==> src/rtl/lsu_pkg.sv <==
// Shared types and helpers for the load/store control stage.
// Size encodings, FSM states and per-size byte masks used by lsu_ctrl and lsu_align.
package lsu_pkg;

    localparam int unsigned XLEN_DEF  = 64;
    localparam int unsigned TAG_W_DEF = 5;

    typedef enum logic [1:0] {
        SZ_B = 2'b00,
        SZ_H = 2'b01,
        SZ_W = 2'b10,
        SZ_D = 2'b11
    } lsu_size_e;

    typedef enum logic [1:0] {
        IDLE   = 2'b00,
        ACCESS = 2'b01,
        RESP   = 2'b10
    } lsu_state_e;

    localparam logic [7:0] MASK_B = 8'h01;
    localparam logic [7:0] MASK_H = 8'h03;
    localparam logic [7:0] MASK_W = 8'h0F;
    localparam logic [7:0] MASK_D = 8'hFF;

    function automatic logic [7:0] base_mask(input lsu_size_e sz);
        logic [7:0] m;
        unique case (sz)
            SZ_B:    m = MASK_B;
            SZ_H:    m = MASK_H;
            SZ_W:    m = MASK_W;
            default: m = MASK_D;
        endcase
        return m;
    endfunction

    // Natural alignment: the low address bits covered by the access size must be zero.
    function automatic logic is_misaligned(input lsu_size_e sz, input logic [2:0] off);
        logic mis;
        unique case (sz)
            SZ_B:    mis = 1'b0;
            SZ_H:    mis = off[0];
            SZ_W:    mis = (off[1:0] != 2'b00);
            default: mis = (off != 3'b000);
        endcase
        return mis;
    endfunction

endpackage

==> src/rtl/lsu_if.sv <==
// Request, response and data-memory signals of the LSU grouped into one bundle.
// slave is the LSU's view; master is the EXE/WB/memory environment's view.
interface lsu_if #(
    parameter int unsigned XLEN  = 64,
    parameter int unsigned TAG_W = 5
);

    logic             req_valid;
    logic             req_ready;
    logic [XLEN-1:0]  req_addr;
    logic             req_we;
    logic [1:0]       req_size;
    logic             req_unsigned;
    logic [XLEN-1:0]  req_wdata;
    logic [TAG_W-1:0] req_tag;

    logic             resp_valid;
    logic             resp_ready;
    logic [XLEN-1:0]  resp_rdata;
    logic [TAG_W-1:0] resp_tag;
    logic             resp_err;

    logic [XLEN-1:0]  mem_addr;
    logic             mem_ce;
    logic             mem_we;
    logic [XLEN-1:0]  mem_wdata;
    logic [7:0]       mem_wmask;
    logic [XLEN-1:0]  mem_rdata;

    modport slave (
        input  req_valid, req_addr, req_we, req_size, req_unsigned, req_wdata, req_tag,
        input  resp_ready, mem_rdata,
        output req_ready, resp_valid, resp_rdata, resp_tag, resp_err,
        output mem_addr, mem_ce, mem_we, mem_wdata, mem_wmask
    );

    modport master (
        output req_valid, req_addr, req_we, req_size, req_unsigned, req_wdata, req_tag,
        output resp_ready, mem_rdata,
        input  req_ready, resp_valid, resp_rdata, resp_tag, resp_err,
        input  mem_addr, mem_ce, mem_we, mem_wdata, mem_wmask
    );

endinterface

==> src/rtl/lsu_align.sv <==
// Combinational lane steering: store mask/data shift into the 8-byte word and
// load shift/truncate/extend out of it. Bytes past the word boundary are dropped.
module lsu_align
    import lsu_pkg::*;
(
    input  lsu_size_e   st_size_i,
    input  logic [2:0]  st_off_i,
    input  logic [63:0] st_wdata_i,
    output logic [7:0]  st_wmask_o,
    output logic [63:0] st_wdata_o,

    input  lsu_size_e   ld_size_i,
    input  logic [2:0]  ld_off_i,
    input  logic        ld_unsigned_i,
    input  logic [63:0] ld_rdata_i,
    output logic [63:0] ld_data_o
);

    logic [63:0] ld_shifted;

    always_comb begin
        st_wmask_o = base_mask(st_size_i) << st_off_i;
        st_wdata_o = st_wdata_i << {st_off_i, 3'b000};
    end

    always_comb begin
        ld_shifted = ld_rdata_i >> {ld_off_i, 3'b000};
        ld_data_o  = ld_shifted;
        unique case (ld_size_i)
            SZ_B: ld_data_o = ld_unsigned_i ? {56'd0, ld_shifted[7:0]}
                                            : {{56{ld_shifted[7]}}, ld_shifted[7:0]};
            SZ_H: ld_data_o = ld_unsigned_i ? {48'd0, ld_shifted[15:0]}
                                            : {{48{ld_shifted[15]}}, ld_shifted[15:0]};
            SZ_W: ld_data_o = ld_unsigned_i ? {32'd0, ld_shifted[31:0]}
                                            : {{32{ld_shifted[31]}}, ld_shifted[31:0]};
            default: ld_data_o = ld_shifted;
        endcase
    end

endmodule

==> src/rtl/lsu_ctrl.sv <==
// Load/store control stage: IDLE -> ACCESS -> RESP FSM with registered memory and response outputs.
// Optional LSU_MISALIGN_CHK_EN: misaligned requests bypass memory and answer with resp_err.
module lsu_ctrl
    import lsu_pkg::*;
#(
    parameter int unsigned XLEN  = XLEN_DEF,
    parameter int unsigned TAG_W = TAG_W_DEF
) (
    input logic clk,
    input logic rst_n,
    lsu_if.slave bus
);

    lsu_state_e       state_q;
    logic [2:0]       off_q;
    lsu_size_e        size_q;
    logic             unsigned_q;
    logic             we_q;

    logic [XLEN-1:0]  mem_addr_q;
    logic [XLEN-1:0]  mem_wdata_q;
    logic [7:0]       mem_wmask_q;
    logic             mem_ce_q;
    logic             mem_we_q;

    logic             resp_valid_q;
    logic [XLEN-1:0]  resp_rdata_q;
    logic [TAG_W-1:0] resp_tag_q;
    logic             resp_err_q;

    lsu_size_e        req_size;
    logic             req_fire;
    logic             req_misaligned;
    logic [7:0]       st_wmask;
    logic [63:0]      st_wdata;
    logic [63:0]      ld_data;

    assign req_size = lsu_size_e'(bus.req_size);
    assign req_fire = bus.req_valid && bus.req_ready;

`ifdef LSU_MISALIGN_CHK_EN
    assign req_misaligned = is_misaligned(req_size, bus.req_addr[2:0]);
`else
    assign req_misaligned = 1'b0;
`endif

    // Store lanes come from the live request so they can be registered at acceptance;
    // load lanes use the latched offset against memory data read during ACCESS.
    lsu_align u_align (
        .st_size_i     (req_size),
        .st_off_i      (bus.req_addr[2:0]),
        .st_wdata_i    (bus.req_wdata),
        .st_wmask_o    (st_wmask),
        .st_wdata_o    (st_wdata),
        .ld_size_i     (size_q),
        .ld_off_i      (off_q),
        .ld_unsigned_i (unsigned_q),
        .ld_rdata_i    (bus.mem_rdata),
        .ld_data_o     (ld_data)
    );

    always_ff @(posedge clk or negedge rst_n) begin
        if (!rst_n) begin
            state_q      <= IDLE;
            off_q        <= 3'd0;
            size_q       <= SZ_B;
            unsigned_q   <= 1'b0;
            we_q         <= 1'b0;
            mem_addr_q   <= '0;
            mem_wdata_q  <= '0;
            mem_wmask_q  <= 8'h00;
            mem_ce_q     <= 1'b0;
            mem_we_q     <= 1'b0;
            resp_valid_q <= 1'b0;
            resp_rdata_q <= '0;
            resp_tag_q   <= '0;
            resp_err_q   <= 1'b0;
        end else begin
            unique case (state_q)
                IDLE: begin
                    if (req_fire) begin
                        off_q      <= bus.req_addr[2:0];
                        size_q     <= req_size;
                        unsigned_q <= bus.req_unsigned;
                        we_q       <= bus.req_we;
                        resp_tag_q <= bus.req_tag;
                        if (req_misaligned) begin
                            state_q      <= RESP;
                            resp_valid_q <= 1'b1;
                            resp_rdata_q <= '0;
                            resp_err_q   <= 1'b1;
                        end else begin
                            state_q     <= ACCESS;
                            mem_ce_q    <= 1'b1;
                            mem_we_q    <= bus.req_we;
                            mem_addr_q  <= {bus.req_addr[XLEN-1:3], 3'b000};
                            // The memory commits writes unconditionally, so loads carry no mask.
                            mem_wmask_q <= bus.req_we ? st_wmask : 8'h00;
                            mem_wdata_q <= bus.req_we ? st_wdata : '0;
                        end
                    end
                end
                ACCESS: begin
                    state_q      <= RESP;
                    mem_ce_q     <= 1'b0;
                    mem_we_q     <= 1'b0;
                    mem_addr_q   <= '0;
                    mem_wmask_q  <= 8'h00;
                    mem_wdata_q  <= '0;
                    resp_valid_q <= 1'b1;
                    resp_rdata_q <= we_q ? '0 : ld_data;
                    resp_err_q   <= 1'b0;
                end
                RESP: begin
                    if (bus.resp_ready) begin
                        state_q      <= IDLE;
                        resp_valid_q <= 1'b0;
                    end
                end
                default: state_q <= IDLE;
            endcase
        end
    end

    assign bus.req_ready  = rst_n && (state_q == IDLE);
    assign bus.resp_valid = resp_valid_q;
    assign bus.resp_rdata = resp_rdata_q;
    assign bus.resp_tag   = resp_tag_q;
    assign bus.resp_err   = resp_err_q;
    assign bus.mem_addr   = mem_addr_q;
    assign bus.mem_ce     = mem_ce_q;
    assign bus.mem_we     = mem_we_q;
    assign bus.mem_wdata  = mem_wdata_q;
    assign bus.mem_wmask  = mem_wmask_q;

endmodule

==> src/flat_wrapper.sv <==
// flat-port wrapper written by rule: the top's interface ports become plain ports
module lsu_ctrl_flat import lsu_pkg::*;
#(
    parameter int unsigned XLEN  = XLEN_DEF,
    parameter int unsigned TAG_W = TAG_W_DEF
)
  (clk, rst_n, bus_req_valid, bus_req_addr, bus_req_we, bus_req_size, bus_req_unsigned, bus_req_wdata, bus_req_tag, bus_resp_ready, bus_mem_rdata, bus_req_ready, bus_resp_valid, bus_resp_rdata, bus_resp_tag, bus_resp_err, bus_mem_addr, bus_mem_ce, bus_mem_we, bus_mem_wdata, bus_mem_wmask);
  lsu_if #(.XLEN(XLEN), .TAG_W(TAG_W)) bus_i ();
  input logic clk;
  input logic rst_n;
  input wire logic [$bits(bus_i.req_valid)-1:0] bus_req_valid;
  input wire logic [$bits(bus_i.req_addr)-1:0] bus_req_addr;
  input wire logic [$bits(bus_i.req_we)-1:0] bus_req_we;
  input wire logic [$bits(bus_i.req_size)-1:0] bus_req_size;
  input wire logic [$bits(bus_i.req_unsigned)-1:0] bus_req_unsigned;
  input wire logic [$bits(bus_i.req_wdata)-1:0] bus_req_wdata;
  input wire logic [$bits(bus_i.req_tag)-1:0] bus_req_tag;
  input wire logic [$bits(bus_i.resp_ready)-1:0] bus_resp_ready;
  input wire logic [$bits(bus_i.mem_rdata)-1:0] bus_mem_rdata;
  output wire logic [$bits(bus_i.req_ready)-1:0] bus_req_ready;
  output wire logic [$bits(bus_i.resp_valid)-1:0] bus_resp_valid;
  output wire logic [$bits(bus_i.resp_rdata)-1:0] bus_resp_rdata;
  output wire logic [$bits(bus_i.resp_tag)-1:0] bus_resp_tag;
  output wire logic [$bits(bus_i.resp_err)-1:0] bus_resp_err;
  output wire logic [$bits(bus_i.mem_addr)-1:0] bus_mem_addr;
  output wire logic [$bits(bus_i.mem_ce)-1:0] bus_mem_ce;
  output wire logic [$bits(bus_i.mem_we)-1:0] bus_mem_we;
  output wire logic [$bits(bus_i.mem_wdata)-1:0] bus_mem_wdata;
  output wire logic [$bits(bus_i.mem_wmask)-1:0] bus_mem_wmask;
  assign bus_i.req_valid = bus_req_valid;
  assign bus_i.req_addr = bus_req_addr;
  assign bus_i.req_we = bus_req_we;
  assign bus_i.req_size = bus_req_size;
  assign bus_i.req_unsigned = bus_req_unsigned;
  assign bus_i.req_wdata = bus_req_wdata;
  assign bus_i.req_tag = bus_req_tag;
  assign bus_i.resp_ready = bus_resp_ready;
  assign bus_i.mem_rdata = bus_mem_rdata;
  assign bus_req_ready = bus_i.req_ready;
  assign bus_resp_valid = bus_i.resp_valid;
  assign bus_resp_rdata = bus_i.resp_rdata;
  assign bus_resp_tag = bus_i.resp_tag;
  assign bus_resp_err = bus_i.resp_err;
  assign bus_mem_addr = bus_i.mem_addr;
  assign bus_mem_ce = bus_i.mem_ce;
  assign bus_mem_we = bus_i.mem_we;
  assign bus_mem_wdata = bus_i.mem_wdata;
  assign bus_mem_wmask = bus_i.mem_wmask;
  lsu_ctrl #(.XLEN(XLEN), .TAG_W(TAG_W)) u_core (.clk(clk), .rst_n(rst_n), .bus(bus_i));
endmodule
==> config.mk <==
export PLATFORM = sky130hd
export DESIGN_NAME = lsu_ctrl_flat
export DESIGN_NICKNAME = d
export VERILOG_FILES = /design/src/rtl/lsu_pkg.sv /design/src/rtl/lsu_if.sv /design/src/rtl/lsu_align.sv /design/src/rtl/lsu_ctrl.sv /design/src/flat_wrapper.sv
export SDC_FILE = /design/constraint.sdc
export NUM_CORES = 1
export LEC_CHECK = 0
export ABC_AREA = 1
export BUFFER_PORTS_ARGS = -buffer_cell sky130_fd_sc_hd__clkbuf_2
export CORE_ASPECT_RATIO = 0.8
export CORE_UTILIZATION = 45
export CTS_BUF_LIST = sky130_fd_sc_hd__clkbuf_16
export DETAILED_ROUTE_END_ITERATION = 8
export PLACE_DENSITY = 0.76
export SETUP_SLACK_MARGIN = 0.2
export SYNTH_ARGS = -nofsm -noshare
export SYNTH_HDL_FRONTEND = slang
export SYNTH_SLANG_ARGS = --single-unit
==> constraint.sdc <==
create_clock -name clk -period 1.6 [get_ports clk]
set_clock_uncertainty 0.1 [all_clocks]
set_input_delay 0.16 -clock clk [delete_from_list [all_inputs] [get_ports clk]]
set_output_delay 0.16 -clock clk [all_outputs]
set_load 0.02 [all_outputs]
==> flow_summary_export.csv <==
group,metric,value,unit
sta,tightestPinTransition,0.9974,ns
grt,grt_max_degree,139,
finish,nets,2483,
finish,area_growth,63.74,%
finish,fin_util,76.07,%
sta,maxSlewViolCount,0,
critical_path,cp-start-kind,"flop",
pwr,power_density,1301,mW/mm2
synth,ys_types,35,
grt,grt_overflow_total,0,
detailed_routing,drt-met1-wl,20410,um
detailed_routing,viasPerCell,5.695,
sta,hold_ws,-0.02898,ns
detailed_routing,vias,15062,
pwr,switching_power,10.75,mW
flow_run,max_cap_viol_count,0,
pwr,internal_power,14.68,mW
grt,grt_pass1_wl,75180,um
finish,n_fill_cell,1792,
critical_path,path_class,"flop to flop",
detailed_routing,drc,0,
critical_path,crit_required,1.92,ns
die,core_area,0.02570,mm2
pwr,max-vdd-ir-drop,0.9378,mV
detailed_routing,wl_per_cell,20.46,um
grt,grt_pass1_vias,13896,
outcome,status,"finished, violations left",
grt,grt_antenna_before_repair,1,
cts,clk_path_buf_depth,3,
pwr,combinationalPowerShare,46.3,%
synth,yosys_warnings,0,
synth,avgSynthCellArea,7.196,um2
sta,timing.fmax,542.8,MHz
cts,cts_buffers,25,
detailed_routing,ant_nets,0,
pwr,p_seq_share,31.3,%
sta,hold_viol_final,1,
synth,seq_area_frac_synth,44.85,%
outcome,violations,"negative hold slack, negative setup slack",
placed_design,routabilityCongestion,0.9675,
sta,setup_ws,-0.2422,ns
placed_design,dpl.hpwl,33090,um
pwr,switching_share,42.26,%
sta,period_share,115.1,%
detailed_routing,drtIter0Drc,1695,
pwr,power.total,25.43,mW
sta,period_needed,1.842,ns
synth,postSynthCellCount,1659,
die,row_count,52,
detailed_routing,top_layer_used,"met5",
synth,netlist_area,0.01194,mm2
critical_path,worstPathArrival,2.17,ns
sta,rsz0062_at_grt,"yes",
cts,path_clk_slew,0.06,ns
cts,cts-root-buf,"clkbuf_16",
cts,insertion_delay,0.52,ns
placed_design,io_buffer_count,410,
detailed_routing,first_pass_iters,5,
sta,setup_violations,198,
cts,cts_tree,"done",
worst_hold_path,hp-class,"input port to flop",
critical_path,cp_max_fo,8,
die,io_pins,415,
critical_path,endpoint_kind,"flop",
synth,synth_seq_cells,214,
finish,n_antenna_cell,0,
die,dieArea,0.02719,mm2
cts,cts.sinks,214,
finish,drive_gt1_share,42.11,%
die,start_util,46.46,%
detailed_routing,wl_met3,5429,um
pwr,leakage,10.42,nW
sta,relSlewSlack,33.50,%
detailed_routing,wl_met2,25440,um
pwr,power_frac_clock,22.4,%
die,fp.dieH,147.7,um
die,dieWidth,184.1,um
cts,htreeDepth,1,
detailed_routing,finalWirelength,54120,um
grt,grt_use_total,35.48,%
==> cell usage after synthesis <==
master / number / area (um2)
nand2_4: 3 / 33.78
o211ai_1: 14 / 105.1
nand3_1: 205 / 1026
o221ai_1: 1 / 8.760
o22ai_1: 3 / 18.77
nor2_2: 2 / 12.51
buf_6: 4 / 45.04
clkinv_1: 1 / 3.750
o22a_1: 1 / 8.760
a21o_1: 1 / 7.510
o21ai_1: 32 / 160.2
inv_4: 1 / 6.260
a32o_1: 6 / 60.06
buf_1: 19 / 71.32
mux2i_1: 8 / 80.08
nor3b_2: 1 / 12.51
nand2_2: 3 / 18.77
a22o_1: 2 / 17.52
nand3_2: 32 / 320.3
o311ai_0: 10 / 87.58
buf_2: 26 / 130.1
nand2_1: 677 / 2541
nor2_1: 51 / 191.4
inv_1: 48 / 180.2
a31oi_1: 5 / 31.28
inv_2: 8 / 30.03
buf_4: 9 / 67.56
clkbuf_1: 75 / 281.5
dfrtp_1: 214 / 5355
or2_2: 1 / 6.260
conb_1: 1 / 3.750
a21oi_1: 36 / 180.2
o31ai_1: 10 / 75.07
nand2_8: 1 / 20.02
o21ai_0: 148 / 740.7
==> per-layer routing <==
| layer | track usage, % | vias up |
|---|---|---|
| met5 | 0 | - |
| met4 | 14.92 | 2 |
| met3 | 6.578 | 236 |
| met2 | 58.48 | 1053 |
| met1 | 45.83 | 7072 |
| li1 | - | 6699 |
==> logic make-up after synthesis <==
| family | after synthesis | share of synthesized area [%] |
|---|---|---|
| AOI/OAI and AO/OA | 269 | 12.58 |
| buffers and inverters | 191 | 6.833 |
| DFF | 214 | 44.85 |
| muxes | 8 | 0.6707 |
| other | 1 | 0.03141 |
| and+or+nand+nor | 976 | 35.03 |
==> stage by stage <==
step	instances	worst slack [ns]	area [um2]	setup TNS, ns
final	2645	-0.2422	19550	-20.04
after global routing	2645	-0.2902	19550	-35.45
after CTS	2610	-0.1430	18180	-10.08
after detailed placement	2428	-0.2604	15300	-14.39
after global placement	2428	-0.1696	15300	-7.957
after floorplan	1662	-0.06036	12110	-2.448
==> final timing paths <==
kind,start,to,slack (ns),cells past startpoint
worst min register to register,u_core.bus.resp_rdata[12],u_core.bus.resp_rdata[12],0.37,2
worst max-delay path,u_core.state_q[0],u_core.bus.mem_addr[30],-0.24,9
min in group asynchronous,rst_n,u_core.state_q[0],0.38,4
worst min-delay path,bus_req_wdata[63],u_core.bus.mem_wdata[63],-0.03,5
worst max register to register,u_core.state_q[0],u_core.bus.mem_addr[30],-0.24,9
max in group asynchronous,rst_n,u_core.bus.mem_addr[21],0.25,4
==> power by group through the flow <==
stage	registers [mW]	clock network, mW	logic, mW
2_1_floorplan	9.30	0	4.13
3_3_place_gp	7.86	0	9.42
3_5_place_dp	7.89	0	9.54
4_1_cts	7.82	5.66	10.5
5_1_grt	8.04	5.93	12.6
6_report	7.97	5.69	11.8
==> sequential cells by signal, indices dropped and copies added, names as in the netlist <==
register               count
u_core.bus.mem_addr       61
u_core.bus.mem_ce          1
u_core.bus.mem_wdata      64
u_core.bus.mem_we          1
u_core.bus.mem_wmask       8
u_core.bus.resp_rdata     64
u_core.bus.resp_tag        5
u_core.bus.resp_valid      1
u_core.off_q               3
u_core.size_q              2
u_core.state_q             2
u_core.unsigned_q          1
u_core.we_q                1
==> cell type report <==
type                    count  area, um2  area share (%)
clock buffers              25      625.6           3.200
clock inverters            18      172.7          0.8833
inverters                  58      270.3           1.382
multi-input cells        1257       6843           35.00
flip-flops and latches    214       5358           27.41
well taps                 351      439.2           2.247
repair buffers            721       5834           29.85
repair inverters            1      6.256         0.03200
==> cells in the final DEF (no fill, tap or decap), types with 4 or more instances in the layout <==
master,count
mux2i_1,8
o21ai_0,90
buf_4,101
dlygate4sd3_1,105
o311ai_1,7
inv_2,4
o21ai_1,37
a21oi_1,22
clkbuf_16,40
a21oi_2,13
o31ai_1,9
buf_12,36
nand2_8,4
nand2_1,535
a31oi_1,5
clkinv_1,4
nand3_2,73
buf_8,10
buf_16,12
o211ai_1,14
buf_6,32
conb_1,4
nand2_4,23
o21ai_2,50
nand2_2,122
inv_1,51
dfrtp_1,212
nor2_1,48
clkbuf_2,408
a32o_1,6
nand3_1,161
==> critical path, cell delays in order (launching register included) <==
cell	delay (ns)
dfrtp_1	0.41
nor3b_4	0.27
nand2_4	0.13
inv_6	0.10
buf_6	0.10
buf_12	0.14
buf_8	0.12
buf_16	0.13
nand2_2	0.06
nand2_1	0.19
==> what timing repair did <==
| item | 4_1_cts | 5_1_grt |
|---|---|---|
| resized for setup | 172 | 243 |
| pin swaps | 48 | 74 |
| cloned | 10 | 18 |
| hold buffers | 105 | 0 |
| endpoints found under the setup margin | 218 | 310 |
| buffers inserted | 24 | 17 |
| hold endpoints to repair | 317 | 0 |
(Power assumes the default switching activity.)
